File: src/rtl/sid_mixer_seq_if.sv
// Bus bundle for the SID output stage: voice/envelope inputs, filter returns,
// mixed samples and status. master drives the inputs, slave is the mixer.
interface sid_mixer_seq_if #(
    parameter int NUM_VOICES = 3,
    parameter int VOICE_W    = 12,
    parameter int ENV_W      = 8,
    parameter int OUT_W      = 16
);
    logic                           CLKen;
    logic [NUM_VOICES*VOICE_W-1:0]  VOICE_IN;
    logic [NUM_VOICES*ENV_W-1:0]    ENV_IN;
    logic [NUM_VOICES-1:0]          FILT_ROUTE;
    logic [2:0]                     MODE;
    logic [3:0]                     VOLUME;
    logic signed [OUT_W-1:0]        FILT_LP;
    logic signed [OUT_W-1:0]        FILT_BP;
    logic signed [OUT_W-1:0]        FILT_HP;
    logic signed [OUT_W-1:0]        PRE_FILTER;
    logic                           PRE_VALID;
    logic signed [OUT_W-1:0]        OUTPUT;
    logic                           OUT_VALID;
    logic                           BUSY;
    logic                           OVERRUN;

    modport master (
        output CLKen, VOICE_IN, ENV_IN, FILT_ROUTE, MODE, VOLUME, FILT_LP, FILT_BP, FILT_HP,
        input  PRE_FILTER, PRE_VALID, OUTPUT, OUT_VALID, BUSY, OVERRUN
    );
    modport slave (
        input  CLKen, VOICE_IN, ENV_IN, FILT_ROUTE, MODE, VOLUME, FILT_LP, FILT_BP, FILT_HP,
        output PRE_FILTER, PRE_VALID, OUTPUT, OUT_VALID, BUSY, OVERRUN
    );
endinterface

File: src/rtl/sid_mixer_seq.sv
// Time-multiplexed SID output stage: one shared multiplier walks the voices, then mix and volume.
// Optional SID_MIXER_VOL_RAMP_EN: volume slews one step per sample toward VOLUME.
module sid_mixer_seq #(
    parameter int NUM_VOICES = 3,
    parameter int VOICE_W    = 12,
    parameter int ENV_W      = 8,
    parameter int OUT_W      = 16
) (
    input  logic             CLK,
    input  logic             RST,
    sid_mixer_seq_if.slave   bus
);
    localparam int PROD_W = VOICE_W + ENV_W;
    localparam int SH     = PROD_W - OUT_W;
    localparam int ACC_W  = OUT_W + 4;
    localparam int SW     = OUT_W + 8;
    localparam int IDX_W  = (NUM_VOICES > 1) ? $clog2(NUM_VOICES) : 1;
    localparam logic signed [SW-1:0] S_MAX = SW'((1 <<< (OUT_W-1)) - 1);
    localparam logic signed [SW-1:0] S_MIN = -S_MAX - 1;

    typedef enum logic [2:0] {IDLE, MUL, DRAIN, MIX, VOL} state_t;
    state_t state, state_nx;

    logic [VOICE_W-1:0]       voice_s [NUM_VOICES];
    logic [ENV_W-1:0]         env_s   [NUM_VOICES];
    logic [NUM_VOICES-1:0]    route_s;
    logic [IDX_W-1:0]         idx;
    logic [VOICE_W-1:0]       v_cur;
    logic [ENV_W-1:0]         e_cur;
    logic signed [VOICE_W-1:0] sv;
    logic signed [PROD_W-1:0] prod_nx, prod_q;
    logic                     prod_vld, route_q;
    logic signed [OUT_W-1:0]  amp;
    logic signed [ACC_W-1:0]  contrib, acc_filt, acc_byp;
    logic signed [SW-1:0]     post_sum, vol_prod;
    logic signed [OUT_W-1:0]  pre_q, post_q, out_q;
    logic                     pre_vld, out_vld, overrun;
    logic [3:0]               vol;

    function automatic logic signed [OUT_W-1:0] sat(input logic signed [SW-1:0] x);
        if (x > S_MAX)      return S_MAX[OUT_W-1:0];
        else if (x < S_MIN) return S_MIN[OUT_W-1:0];
        else                return x[OUT_W-1:0];
    endfunction

    always_ff @(posedge CLK) begin
        if (RST) state <= IDLE;
        else     state <= state_nx;
    end

    always_comb begin
        state_nx = state;
        case (state)
            IDLE:    if (bus.CLKen) state_nx = MUL;
            MUL:     if (idx == IDX_W'(NUM_VOICES-1)) state_nx = DRAIN;
            DRAIN:   state_nx = MIX;
            MIX:     state_nx = VOL;
            VOL:     state_nx = IDLE;
            default: state_nx = IDLE;
        endcase
    end

    // Offset-binary voice becomes signed by flipping the MSB before the shared multiply.
    always_comb begin
        v_cur    = voice_s[idx];
        e_cur    = env_s[idx];
        sv       = $signed({~v_cur[VOICE_W-1], v_cur[VOICE_W-2:0]});
        prod_nx  = PROD_W'(sv) * PROD_W'($signed({1'b0, e_cur}));
        amp      = OUT_W'(prod_q >>> SH);
        contrib  = ACC_W'(amp >>> 3);
        post_sum = SW'(acc_byp);
        if (bus.MODE[0]) post_sum = post_sum + SW'(bus.FILT_LP);
        if (bus.MODE[1]) post_sum = post_sum + SW'(bus.FILT_BP);
        if (bus.MODE[2]) post_sum = post_sum + SW'(bus.FILT_HP);
        vol_prod = SW'(post_q) * SW'($signed({1'b0, vol}));
    end

    always_ff @(posedge CLK) begin
        if (!RST && state == IDLE && bus.CLKen) begin
            for (int k = 0; k < NUM_VOICES; k++) begin
                voice_s[k] <= bus.VOICE_IN[k*VOICE_W +: VOICE_W];
                env_s[k]   <= bus.ENV_IN[k*ENV_W +: ENV_W];
            end
            route_s <= bus.FILT_ROUTE;
        end
    end

    always_ff @(posedge CLK) begin
        if (RST) begin
            idx      <= '0;
            prod_q   <= '0;
            prod_vld <= 1'b0;
            route_q  <= 1'b0;
            acc_filt <= '0;
            acc_byp  <= '0;
            pre_q    <= '0;
            post_q   <= '0;
            out_q    <= '0;
            pre_vld  <= 1'b0;
            out_vld  <= 1'b0;
            overrun  <= 1'b0;
        end else begin
            pre_vld <= 1'b0;
            out_vld <= 1'b0;
            if (bus.CLKen && state != IDLE) overrun <= 1'b1;
            // Accumulate one stage behind the multiply so MUL and add overlap.
            if (prod_vld) begin
                if (route_q) acc_filt <= acc_filt + contrib;
                else         acc_byp  <= acc_byp + contrib;
            end
            case (state)
                IDLE: if (bus.CLKen) begin
                    acc_filt <= '0;
                    acc_byp  <= '0;
                    idx      <= '0;
                    prod_vld <= 1'b0;
                end
                MUL: begin
                    prod_q   <= prod_nx;
                    route_q  <= route_s[idx];
                    prod_vld <= 1'b1;
                    idx      <= idx + 1'b1;
                end
                DRAIN: prod_vld <= 1'b0;
                MIX: begin
                    pre_q   <= sat(SW'(acc_filt));
                    pre_vld <= 1'b1;
                    post_q  <= sat(post_sum);
                end
                VOL: begin
                    out_q   <= sat(vol_prod >>> 4);
                    out_vld <= 1'b1;
                end
                default: ;
            endcase
        end
    end

`ifdef SID_MIXER_VOL_RAMP_EN
    logic [3:0] vol_cur;
    always_ff @(posedge CLK) begin
        if (RST) vol_cur <= '0;
        else if (state == VOL) begin
            if (vol_cur < bus.VOLUME)      vol_cur <= vol_cur + 1'b1;
            else if (vol_cur > bus.VOLUME) vol_cur <= vol_cur - 1'b1;
        end
    end
    assign vol = vol_cur;
`else
    assign vol = bus.VOLUME;
`endif

    assign bus.PRE_FILTER = pre_q;
    assign bus.PRE_VALID  = pre_vld;
    assign bus.OUTPUT     = out_q;
    assign bus.OUT_VALID  = out_vld;
    assign bus.BUSY       = (state != IDLE);
    assign bus.OVERRUN    = overrun;
endmodule

File: src/flat_wrapper.sv
// flat-port wrapper written by rule: the top's interface ports become plain ports
module sid_mixer_seq_flat 
#(
    parameter int NUM_VOICES = 3,
    parameter int VOICE_W    = 12,
    parameter int ENV_W      = 8,
    parameter int OUT_W      = 16
)
  (CLK, RST, bus_CLKen, bus_VOICE_IN, bus_ENV_IN, bus_FILT_ROUTE, bus_MODE, bus_VOLUME, bus_FILT_LP, bus_FILT_BP, bus_FILT_HP, bus_PRE_FILTER, bus_PRE_VALID, bus_OUTPUT, bus_OUT_VALID, bus_BUSY, bus_OVERRUN);
  sid_mixer_seq_if #(.NUM_VOICES(NUM_VOICES), .VOICE_W(VOICE_W), .ENV_W(ENV_W), .OUT_W(OUT_W)) bus_i ();
  input  logic CLK;
  input  logic RST;
  input wire logic [$bits(bus_i.CLKen)-1:0] bus_CLKen;
  input wire logic [$bits(bus_i.VOICE_IN)-1:0] bus_VOICE_IN;
  input wire logic [$bits(bus_i.ENV_IN)-1:0] bus_ENV_IN;
  input wire logic [$bits(bus_i.FILT_ROUTE)-1:0] bus_FILT_ROUTE;
  input wire logic [$bits(bus_i.MODE)-1:0] bus_MODE;
  input wire logic [$bits(bus_i.VOLUME)-1:0] bus_VOLUME;
  input wire logic [$bits(bus_i.FILT_LP)-1:0] bus_FILT_LP;
  input wire logic [$bits(bus_i.FILT_BP)-1:0] bus_FILT_BP;
  input wire logic [$bits(bus_i.FILT_HP)-1:0] bus_FILT_HP;
  output wire logic [$bits(bus_i.PRE_FILTER)-1:0] bus_PRE_FILTER;
  output wire logic [$bits(bus_i.PRE_VALID)-1:0] bus_PRE_VALID;
  output wire logic [$bits(bus_i.OUTPUT)-1:0] bus_OUTPUT;
  output wire logic [$bits(bus_i.OUT_VALID)-1:0] bus_OUT_VALID;
  output wire logic [$bits(bus_i.BUSY)-1:0] bus_BUSY;
  output wire logic [$bits(bus_i.OVERRUN)-1:0] bus_OVERRUN;
  assign bus_i.CLKen = bus_CLKen;
  assign bus_i.VOICE_IN = bus_VOICE_IN;
  assign bus_i.ENV_IN = bus_ENV_IN;
  assign bus_i.FILT_ROUTE = bus_FILT_ROUTE;
  assign bus_i.MODE = bus_MODE;
  assign bus_i.VOLUME = bus_VOLUME;
  assign bus_i.FILT_LP = bus_FILT_LP;
  assign bus_i.FILT_BP = bus_FILT_BP;
  assign bus_i.FILT_HP = bus_FILT_HP;
  assign bus_PRE_FILTER = bus_i.PRE_FILTER;
  assign bus_PRE_VALID = bus_i.PRE_VALID;
  assign bus_OUTPUT = bus_i.OUTPUT;
  assign bus_OUT_VALID = bus_i.OUT_VALID;
  assign bus_BUSY = bus_i.BUSY;
  assign bus_OVERRUN = bus_i.OVERRUN;
  sid_mixer_seq #(.NUM_VOICES(NUM_VOICES), .VOICE_W(VOICE_W), .ENV_W(ENV_W), .OUT_W(OUT_W)) u_core (.CLK(CLK), .RST(RST), .bus(bus_i));
endmodule
File: config.mk
export PLATFORM = sky130hd
export DESIGN_NAME = sid_mixer_seq_flat
export DESIGN_NICKNAME = d
export VERILOG_FILES = /design/src/rtl/sid_mixer_seq_if.sv /design/src/rtl/sid_mixer_seq.sv /design/src/flat_wrapper.sv
export SDC_FILE = /design/constraint.sdc
export NUM_CORES = 1
export LEC_CHECK = 0
export CAP_MARGIN = 20
export CORE_AREA = 2 2 175 177
export CTS_BUF_LIST = sky130_fd_sc_hd__clkbuf_16
export CTS_CLUSTER_DIAMETER = 30
export DETAILED_ROUTE_END_ITERATION = 8
export DIE_AREA = 0 0 177 179
export HOLD_SLACK_MARGIN = 0.08
export PLACE_DENSITY = 0.84
export RECOVER_POWER = 25
export SLEW_MARGIN = 15
export SYNTH_ARGS = -nofsm -noshare
export SYNTH_HDL_FRONTEND = slang
export SYNTH_SLANG_ARGS = --single-unit
File: constraint.sdc
create_clock -name CLK -period 8.15 [get_ports CLK]
set_input_delay 1.63 -clock CLK [delete_from_list [all_inputs] [get_ports CLK]]
set_output_delay 1.63 -clock CLK [all_outputs]
set_load 0.01 [all_outputs]
======== After elaboration in Yosys (flattened, before gate mapping) ========
Memories as Yosys holds them, arrays and structs flattened. A register that Yosys moved wholly into a read port is not among the register bits.
Cells that the tools add are included.
W data, S select, Z words.
storage, ports and cells
  memories kept ........................... 2
  bits in read-only memories .............. 0
  latch bits .............................. 0
  bits in registers ....................... 121
  word-level logic and storage cells ...... 84
  bits in writable memories ............... 60
  output and inout port bits .............. 36
memories
  name            words  bits a word  read ports  clocked after Yosys merged registers in  write ports  RTL line             text
  u_core.voice_s  3      12           1           1                                        3            sid_mixer_seq.sv:24  logic [VOICE_W-1:0] voice_s [NUM_VOICES];
  u_core.env_s    3      8            1           1                                        3            sid_mixer_seq.sv:25  logic [ENV_W-1:0] env_s [NUM_VOICES];
cells by class
  bitwise logic cells ..................... 1
  add/sub/neg operators ................... 6
  shifts and indexed selects .............. 0
  multipliers ............................. 2
  magnitude comparators ................... 7
  div/mod/pow operators ................... 0
  equal/unequal tests ..................... 7
  reductions and logical operators ........ 11
  muxes and demuxes ....................... 34
operators by type and width
  operator                count
  $mux W20                8
  $mux W16                6
  $mux W24                3
  $add A24 B16 Y24        2
  $add A20 B13 Y20        2
  $gt A24 B16 Y1 const B  1
  $lt A24 B16 Y1 const B  1
  $add A20 B16 Y21        1
  $mul A16 B5 Y21         1
  $gt A20 B16 Y1 const B  1
  $lt A20 B16 Y1 const B  1
  $mul A12 B9 Y20         1
  $gt A17 B16 Y1 const B  1
  $lt A17 B16 Y1 const B  1
  $pmux W3 S4             1
  $mux W2                 5
  $eq A3 B2 Y1 const B    2
  $mux W1                 6
  $mux W3                 2
  $reduce_and A2 Y1       3
  $reduce_bool A3 Y1      2
  $pmux W2 S2             1
  $eq A3 B1 Y1 const B    1
  $eq A3 B3 Y1 const B    1
  other kinds (12)        14

======== Depth between registers and ports, before layout ========
Gate-level depths: netlist (run 1).
  depth after elaboration ................. 9
  mapped depth ............................ 32
  depth with buffers taken out ............ 31

======== Worst setup path before layout (run 1) ========
No wires, ideal clock.
  path type ............................... input to register
  start ................................... input port bus_FILT_LP[5]
  end ..................................... register u_core.post_q[14]
  arrival time ............................ 7.404 ns
  stages .................................. 28
  path buffers ............................ 1
  setup slack ............................. 0.679 ns
  required time ........................... 8.083 ns
  path through ............................ ha_1 -> a21o_1 -> or3_1 -> o21ai_1 -> o21ba_2 -> nand2_1 -> xor2_1 -> mux2_2 -> ha_1 -> o211ai_1 -> a21oi_1 -> nor2_1 -> a2111o_1 -> a21oi_2 -> nor2_1 -> xnor2_1 -> nand2_1 -> o21ai_0 -> ha_1 -> or4_1 -> a211oi_1 -> nor3_1 -> o21a_1 -> nor3_1 -> mux2i_1 -> buf_2 -> nand3_1 -> o21ai_2
between the ends
  word-level cells in the longest chain between the ends .. 9
  elaborated cells between the ends (all ways) .. 10
  classes of those cells .................. add/sub (3); order compare (2); mux (5)
RTL lines
  item                    RTL line              text
  start: declaration      flat_wrapper.sv:19    input wire logic [$bits(bus_i.FILT_LP)-1:0] bus_FILT_LP;
  $add A20 B16 Y21 *      sid_mixer_seq.sv:72   if (bus.MODE[0]) post_sum = post_sum + SW'(bus.FILT_LP);
  $mux W24 *              sid_mixer_seq.sv:72
  $add A24 B16 Y24        sid_mixer_seq.sv:73   if (bus.MODE[1]) post_sum = post_sum + SW'(bus.FILT_BP);
  $mux W24 *              sid_mixer_seq.sv:73
  $add A24 B16 Y24        sid_mixer_seq.sv:74   if (bus.MODE[2]) post_sum = post_sum + SW'(bus.FILT_HP);
  $mux W24 *              sid_mixer_seq.sv:74
  $lt A24 B16 Y1          sid_mixer_seq.sv:42   else if (x < S_MIN) return S_MIN[OUT_W-1:0];
  $mux W16                sid_mixer_seq.sv:42
  $mux W16 *              sid_mixer_seq.sv:41   if (x > S_MAX) return S_MAX[OUT_W-1:0];
  end signal: assignment  sid_mixer_seq.sv:128  post_q <= sat(post_sum);
  end: declaration        sid_mixer_seq.sv:36   logic signed [OUT_W-1:0] pre_q, post_q, out_q;
Every way passes the cells marked *; elsewhere a longest branch is shown, timed or not.
A chain may end at the register's enable or synchronous reset.

======== Worst setup path in the final report (run 1) ========
  start ................................... input port bus_FILT_LP[0]
  end ..................................... register u_core.post_q[3]
The elaborated chain is that of the path after synthesis.

==> results of run 1 <==
-- layer usage --
layer	GRT usage (%)	vias to the layer above	share of wire, %
met5	0	-	0
li1	-	7552	-
met1	35.9	7536	42
met4	9.88	0	3.2
met2	50.2	553	49
met3	3.29	96	5.5
-- metrics by stage --
step           area [um2]  std cells
2_1_floorplan       17600       2109
3_3_place_gp        19700       2634
3_5_place_dp        19700       2635
4_1_cts             20400       2667
5_1_grt             20500       2668
6_report            20500       2668
-- worst paths after layout --
kind              cells past startpoint                                   from                               endpoint  slack [ns]
setup / recovery                     26                         bus_FILT_LP[0]          u_core.post_q[3]$_SDFFE_PP0P_        0.30
hold / removal                        2  u_core.bus.PRE_FILTER[5]$_SDFFE_PP0P_  u_core.bus.PRE_FILTER[5]$_SDFFE_PP0P_        0.46
setup reg to reg                     21                              flip-flop         u_core.prod_q[19]$_SDFFE_PP0P_        1.26
hold reg to reg                       2  u_core.bus.PRE_FILTER[5]$_SDFFE_PP0P_  u_core.bus.PRE_FILTER[5]$_SDFFE_PP0P_        0.46
-- power by group --
group | internal (uW) | switching [uW]
Clock | 434 | 454
Combinational | 1090 | 1390
Sequential | 948 | 40.4
Total | 2470 | 1880
-- what timing repair did --
| action | in CTS | in global routing |
|---|---|---|
| hold endpoints to repair | 0 | 0 |
| hold buffers | 0 | 0 |
| resized for setup | 0 | 18 |
| setup buffers | 0 | 1 |
| endpoints found under the setup margin | 0 | 16 |
-- logic make-up (layout without fill, tap and decap cells) --
family / count (synthesis) / after routing / share of synthesized area (%)
xor gates and xnor gates: 107 / 107 / 5.33
muxes: 50 / 50 / 2.97
buffers and inverters: 305 / 468 / 6.59
adders and majority gates: 289 / 289 / 25.3
and+or+nand+nor: 668 / 668 / 17.2
AOI/OAI and AO/OA: 514 / 514 / 18.9
DFF: 176 / 176 / 23.6
-- state kept, by name, indices dropped and copies added (netlist names), named ones only --
register               count
u_core.acc_filt           20
u_core.bus.OUTPUT         16
u_core.env_s              24
u_core.acc_byp            20
u_core.post_q             16
u_core.bus.PRE_VALID       1
u_core.prod_vld            1
u_core.prod_q             13
u_core.bus.PRE_FILTER     16
u_core.idx                 2
u_core.state               3
u_core.bus.OVERRUN         1
u_core.route_s             3
u_core.route_q             1
u_core.bus.OUT_VALID       1
u_core.voice_s            36
-- area by class of cell --
cell class,instances,area [um2]
multi-input cells,1628,12400
repair buffers,204,1930
well taps,396,495
fillers,2309,9570
inverters,232,871
clock buffers,17,425
flip-flops and latches,176,4150
clock inverters,15,219
-- cells in the mapped netlist (all sizes together), types with 13 or more instances --
| cell type | instances | area (um2) |
|---|---|---|
| nor2 | 182 | 683 |
| o21bai | 17 | 131 |
| edfxtp | 63 | 1890 |
| and2 | 49 | 307 |
| o21ai | 113 | 607 |
| o211ai | 24 | 180 |
| clkbuf | 60 | 226 |
| nand2 | 254 | 953 |
| xor2 | 31 | 272 |
| nor3 | 35 | 175 |
| a211oi | 37 | 283 |
| mux2 | 18 | 203 |
| mux2i | 32 | 320 |
| fa | 112 | 2240 |
| xnor2 | 76 | 666 |
| nand2b | 17 | 106 |
| dfxtp | 113 | 2260 |
| o21a | 25 | 188 |
| a21o | 40 | 300 |
| inv | 230 | 863 |
| ha | 177 | 2210 |
| or2 | 14 | 87.6 |
| buf | 13 | 62.6 |
| nand3 | 42 | 210 |
| a21oi | 173 | 877 |
| or3 | 16 | 100 |
-- critical path: stages --
cell,delay (ns)
clkdlybuf4s50_1,0.46
ha_1,0.21
inv_1,0.08
fa_1,0.40
nand2b_1,0.19
nand2b_1,0.09
a21oi_1,0.08
xnor2_1,0.13
mux2_2,0.30
ha_1,0.38
o211ai_1,0.14
a21oi_2,0.09
o41ai_4,0.41
a21oi_1,0.15
o31ai_1,0.42
ha_1,0.38
a211o_1,0.33
o31ai_2,0.34
o21ai_1,0.20
a211oi_2,0.25
mux2i_1,0.13
a311o_1,0.33
or3_1,0.39
o31a_1,0.32
buf_12,0.16
o21ai_0,0.19
-- placed cells by master, fill, tap and decap left out, drive strengths merged, types with 35 or more instances in the layout --
master / Yosys / layout
a211oi: 37 / 37
a21o: 40 / 40
a21oi: 173 / 173
and2: 49 / 49
buf: 13 / 49
clkdlybuf4s50: 0 / 92
dfxtp: 113 / 113
dlygate4sd3: 0 / 63
edfxtp: 63 / 63
fa: 112 / 112
ha: 177 / 177
inv: 230 / 240
nand2: 254 / 254
nand3: 42 / 42
nor2: 182 / 182
nor3: 35 / 35
o21ai: 113 / 113
xnor2: 76 / 76
==> metrics.md, run 1 <==
| Metric | Value |
|---|---|
| Layout Utilization | 68.1% |
| Largest net degree at the start of global routing | 75 |
| Worst vdd ir | 0.000294 V |
| Worst Path Arrival | 8.20 ns |
| Vias post-DR | 15700 |
| CTS tree | done |
| Port-buffer cells | 156 |
| Drt wl/cell | 16.9 um |
| Layout cells sized above 1 | 6.65% |
| DIE HEIGHT | 179 um |
| Post-DP HPWL | 34800 um |
| Worst setup EP type | flip-flop |
| Root Buffer | clkbuf_16 |
| Leak pwr | 0.00911 uW |
| H-tree levels | 4 |
| Gate Count Post-Synth | 2109 |
| Clock insertion delay at the later pin of the skew report | 0.45 ns |
| # clock sinks | 176 |
| TNS Setup | 0 ns |
| Place WS | -0.123 ns |
| Vias in the first global route | 15300 |
| RD Place Congestion | 0.962 |
| Worst min path class | flip-flop to flip-flop |
| IO Pins | 157 |
| Area growth syn-to-layout | 16.3% |
| Post-synth EDFFs | 63 |
| Initial antenna violation count | 0 |
| # DRC | 0 |
| Syn Nets | 2519 |
| Power consumption | 4360 uW |
| Sequential area share after synthesis | 23.6% |
| FF+latch count, synth | 176 |
| Core Area | 0.0300 mm2 |
| Smallest hold slack | 0.459 ns |
| Antenna fix cells | 0 |
| Die W | 177 um |
| Fin crit share | 96.3% |
| Global-route wire length before repair | 72800 um |
| Clk slew on worst S/H paths | 0.10 ns |
| CP Data Required Time | 8.50 ns |
| Post-synth top flop | dfxtp_1 |
| Die ar. | 0.0317 mm2 |
| CTS max path bufs | 2 |
| Setup Crit Path Kind | primary input to flip-flop |
| Clk_skew | 0.0252 ns |
| Mapped Area | 0.0176 mm2 |
| Worst-path fanout max | 15 |
| Setup Viol. Count Final | 0 |
| TritonRoute pass-1 iters | 6 |
| Synth unique cells | 76 |
| Slew Limit Fails | 0 |
| Remaining global-route overflow | 0 |
| Final hold viol count | 0 |
| Synth warn | 0 |
| Min Clock Period, post-route | 7.85 ns |
| Maxcap violations | 0 |
| Routed Antenna Nets | 0 |
| Cts bufs inserted | 17 |
| Final worst slack | 0.302 ns |
| Mean post-synth cell area | 8.34 um2 |
| FFs w/ async S/R, synth | 0% |
| Via/cell ratio | 5.90 |
| Status | finished, final reports clean |
| Final nets | 2669 |
| Max_slew headroom | 39.3% |
| Starting DRC count in detailed routing | 1267 |
| Fmax | 127 MHz |
| Starting Density | 58.6% |
| Routed WL | 45100 um |
| Site Rows | 64 |
| Tightest Pin Transition | 0.909 ns |
| Worst setup SP type | primary input |
| All-Layer GR Usage | 28.4% |
| Cell area power density | 213 mW/mm2 |
No activity file was read; power rests on OpenSTA's default activity.
==> run 2, diff against run 1 <==
--- a/config.mk
+++ b/config.mk
@@ -7,11 +7,11 @@
 export LEC_CHECK = 0
 export CAP_MARGIN = 20
-export CORE_AREA = 2 2 175 177
+export CORE_AREA = 2 2 228 230
 export CTS_BUF_LIST = sky130_fd_sc_hd__clkbuf_16
 export CTS_CLUSTER_DIAMETER = 30
 export DETAILED_ROUTE_END_ITERATION = 8
-export DIE_AREA = 0 0 177 179
-export HOLD_SLACK_MARGIN = 0.08
-export PLACE_DENSITY = 0.84
+export DIE_AREA = 0 0 230 232
+export HOLD_SLACK_MARGIN = 0.06
+export PLACE_DENSITY = 0.54
 export RECOVER_POWER = 25
 export SLEW_MARGIN = 15
==> constraint.sdc (replaced) <==
create_clock -name CLK -period 8.15 [get_ports CLK]
set_input_delay 1.63 -clock CLK [delete_from_list [all_inputs] [get_ports CLK]]
set_output_delay 1.63 -clock CLK [all_outputs]
set_load 0.005 [all_outputs]
==> run 2 against run 1 <==
Fmax increased by 1.9%. The run now ends with max-capacitance violations, max-slew violations left. Clock-buffer cell count did not move. Power down 4.2%. Utilization is 27 points lower. Combinational power shrank 5%. Die area rose by 68%. Wire length increased by 3.5%. Clock skew is 0.0097 ns lower. Via count shrank 3.9%.
==> metrics.md, run 2 (synthesis gave the netlist of run 1 again) <==
| Metric | Value |
|---|---|
| Status | finished with violations |
| Failing checks | max-capacitance violations, max-slew violations |
| Starting Density | 34.6% (-24 points) |
| P_sw | 1740 uW (-7.7%) |
| Crit path top cell by count | ha_1 |
| Die ar. | 0.0534 mm2 (+68%) |
| Area growth syn-to-layout | 18.2% |
| Die W | 230 um (+30%) |
| Layout Utilization | 40.9% (-27 points) |
| Worst vdd ir | 0.000223 V (-24%) |
| Worst setup SP type | primary input |
| Fmax | 130 MHz (+1.9%) |
| Most common library cell in the layout ignoring fill and taps | nand2_1 |
| Starting DRC count in detailed routing | 898 (-29%) |
| Setup bufs post-CTS | 0 (unchanged) |
| Final hold viol count | 0 (unchanged) |
| Min Clock Period, post-route | 7.70 ns (-0.146 ns) |
| Clk_skew | 0.0155 ns (-0.00966 ns) |
| Global-route wire length before repair | 75700 um (+4.0%) |
| CTS max path bufs | 2 (unchanged) |
| IO Pins | 157 (unchanged) |
| Vias in the first global route | 14700 (-4.2%) |
| Antenna fix cells | 0 (unchanged) |
| Worst setup EP type | flip-flop |
| Slew Limit Fails | 30 (+30) |
| Internal Power | 2430 uW (-1.6%) |
| Layout cells sized above 1 | 6.70% (+0.053 points) |
| Maxcap violations | 1 (+1) |
| Place WS | 0.0155 ns (+0.139 ns) |
| Post-DP HPWL | 38200 um (+9.9%) |
| RD Place Congestion | 0.904 (-6.0%) |
| Routed Antenna Nets | 0 (unchanged) |
| Max incr delay on CP | 0.47 ns (about the same) |
| DIE HEIGHT | 232 um (+30%) |
| Worst Path Arrival | 8.08 ns (-0.12 ns) |
| # clock sinks | 176 (unchanged) |
| Core Area | 0.0509 mm2 (+69%) |
| Routed WL | 46600 um (+3.5%) |
| Max_slew headroom | -8.07% (-47 points) |
| Drt wl/cell | 15.7 um (-6.8%) |
| Setup Viol. Count Final | 0 (unchanged) |
| Worst-path fanout max | 15 (unchanged) |
| Port-buffer cells | 156 (unchanged) |
| Worst min path class | flip-flop to flip-flop |
| Crit path buffers/inverters | 4 (+1) |
| Vias post-DR | 15100 (-3.9%) |
| Max reg flops | 36 (unchanged) |
| Via/cell ratio | 5.10 (-13%) |
| Top flop regs | u_core.voice_s (36), u_core.env_s (24) |
| Cell area power density | 201 mW/mm2 (-5.8%) |
| Fin crit share | 94.5% (-1.8 points) |
| Site Rows | 83 (+30%) |
| Clock insertion delay at the later pin of the skew report | 0.47 ns (+0.02 ns) |
| Leak pwr | 0.00913 uW (+0.15%) |
| TritonRoute pass-1 iters | 5 (-1) |
| Seq pwr share | 23.7% (+1.0 points) |
| Largest net degree at the start of global routing | 64 (-15%) |
| Final nets | 2681 (+0.45%) |
| Logic pwr share | 56.6% (-0.3 points) |
| Most frequent cells in the layout | nand2_1, inv_1, nor2_1 |
| CP Data Required Time | 8.53 ns (+0.03 ns) |
| H-tree levels | 4 (unchanged) |
| RSZ-0062 raised after global routing | no |
| Initial antenna violation count | 0 (unchanged) |
| Cell at the slowest stage of the critical path | o41ai_2 |
| Clock share of power | 19.8% (-0.6 points) |
| # DRC | 0 (unchanged) |
| TNS Setup | 0 ns (unchanged) |
| Clk slew on worst S/H paths | 0.07 ns (-0.03 ns) |
| CP top delay family | compound AO/OA/AOI/OAI gates |
| Setup Crit Path Kind | primary input to flip-flop |
| CTS tree | done |
| Remaining global-route overflow | 0 (unchanged) |
| Final worst slack | 0.448 ns (+0.146 ns) |
| Cts bufs inserted | 17 (unchanged) |
| Most flops, register | u_core.voice_s |
| Tightest Pin Transition | 1.62 ns (+0.712 ns) |
| Root Buffer | clkbuf_16 |
| Switching share of power | 41.7% (-1.6 points) |
| All-Layer GR Usage | 17.7% (-11 points) |
-- run 2: cell types whose count changed in the layout (fill, tap and decap cells not counted), sizes merged --
cell,delta
buf,+11
dlygate4sd3,+1
clkinv,-1
clkinvlp,+1
clkbuf,+1
clkdlybuf4s50,-1
-- run 2: tightest hold or removal path, stage by stage, from the launching register on --
cell     delay (ns)
dfxtp_1        0.31
nand2_1        0.05
a21oi_1        0.05
-- run 2: metrics by stage --
stage	hold WS (ns)	power [uW]	area, um2	instances
after global routing	0.473	4590	20800	2964
after detailed placement	0.447	3400	20200	2932
after floorplan	0.446	2850	17600	2109
final	0.453	4170	20800	2964
after global placement	0.443	3360	20200	2932
after CTS	0.455	4240	20800	2964
-- run 2: final timing paths --
| path | from | to | slack (ns) | cells past startpoint |
|---|---|---|---|---|
| max | bus_FILT_LP[0] | u_core.post_q[0]$_SDFFE_PP0P_ | 0.45 | 27 |
| min | u_core.bus.PRE_FILTER[1]$_SDFFE_PP0P_ | u_core.bus.PRE_FILTER[1]$_SDFFE_PP0P_ | 0.45 | 2 |
| max reg2reg | u_core.acc_byp[5]$_SDFF_PP0_ | u_core.post_q[0]$_SDFFE_PP0P_ | 1.53 | 28 |
| min reg2reg | u_core.bus.PRE_FILTER[1]$_SDFFE_PP0P_ | u_core.bus.PRE_FILTER[1]$_SDFFE_PP0P_ | 0.45 | 2 |
-- run 2: power by group through the flow --
stage,Clock (uW),Sequential [uW],Combinational (uW)
after CTS,848,987,2400
after global placement,0,1010,2350
after detailed placement,0,1010,2390
after floorplan,0,988,1870
after global routing,886,992,2710
final,825,987,2360
-- run 2: layout make-up --
class	instances	area, um2
flip-flops and latches	176	4150
clock buffers	17	425
well taps	680	851
repair buffers	216	2020
clock inverters	15	155
fillers	5117	30100
inverters	232	871
multi-input cells	1628	12300
-- run 2: timing repair --
action	4_1_cts	5_1_grt
resized for setup	0	7
hold buffers	0	0
hold endpoints to repair	0	0
endpoints found under the setup margin	0	15
-- run 2: per-layer routing --
metal  part of all wire (%)  vias up  GRT usage [%]
met1                     46     7244           23.3
li1                       -     7565              -
met5                      0        -              0
met3                    3.4       45           2.49
met4                    2.1        0           5.06
met2                     49      276           30.1
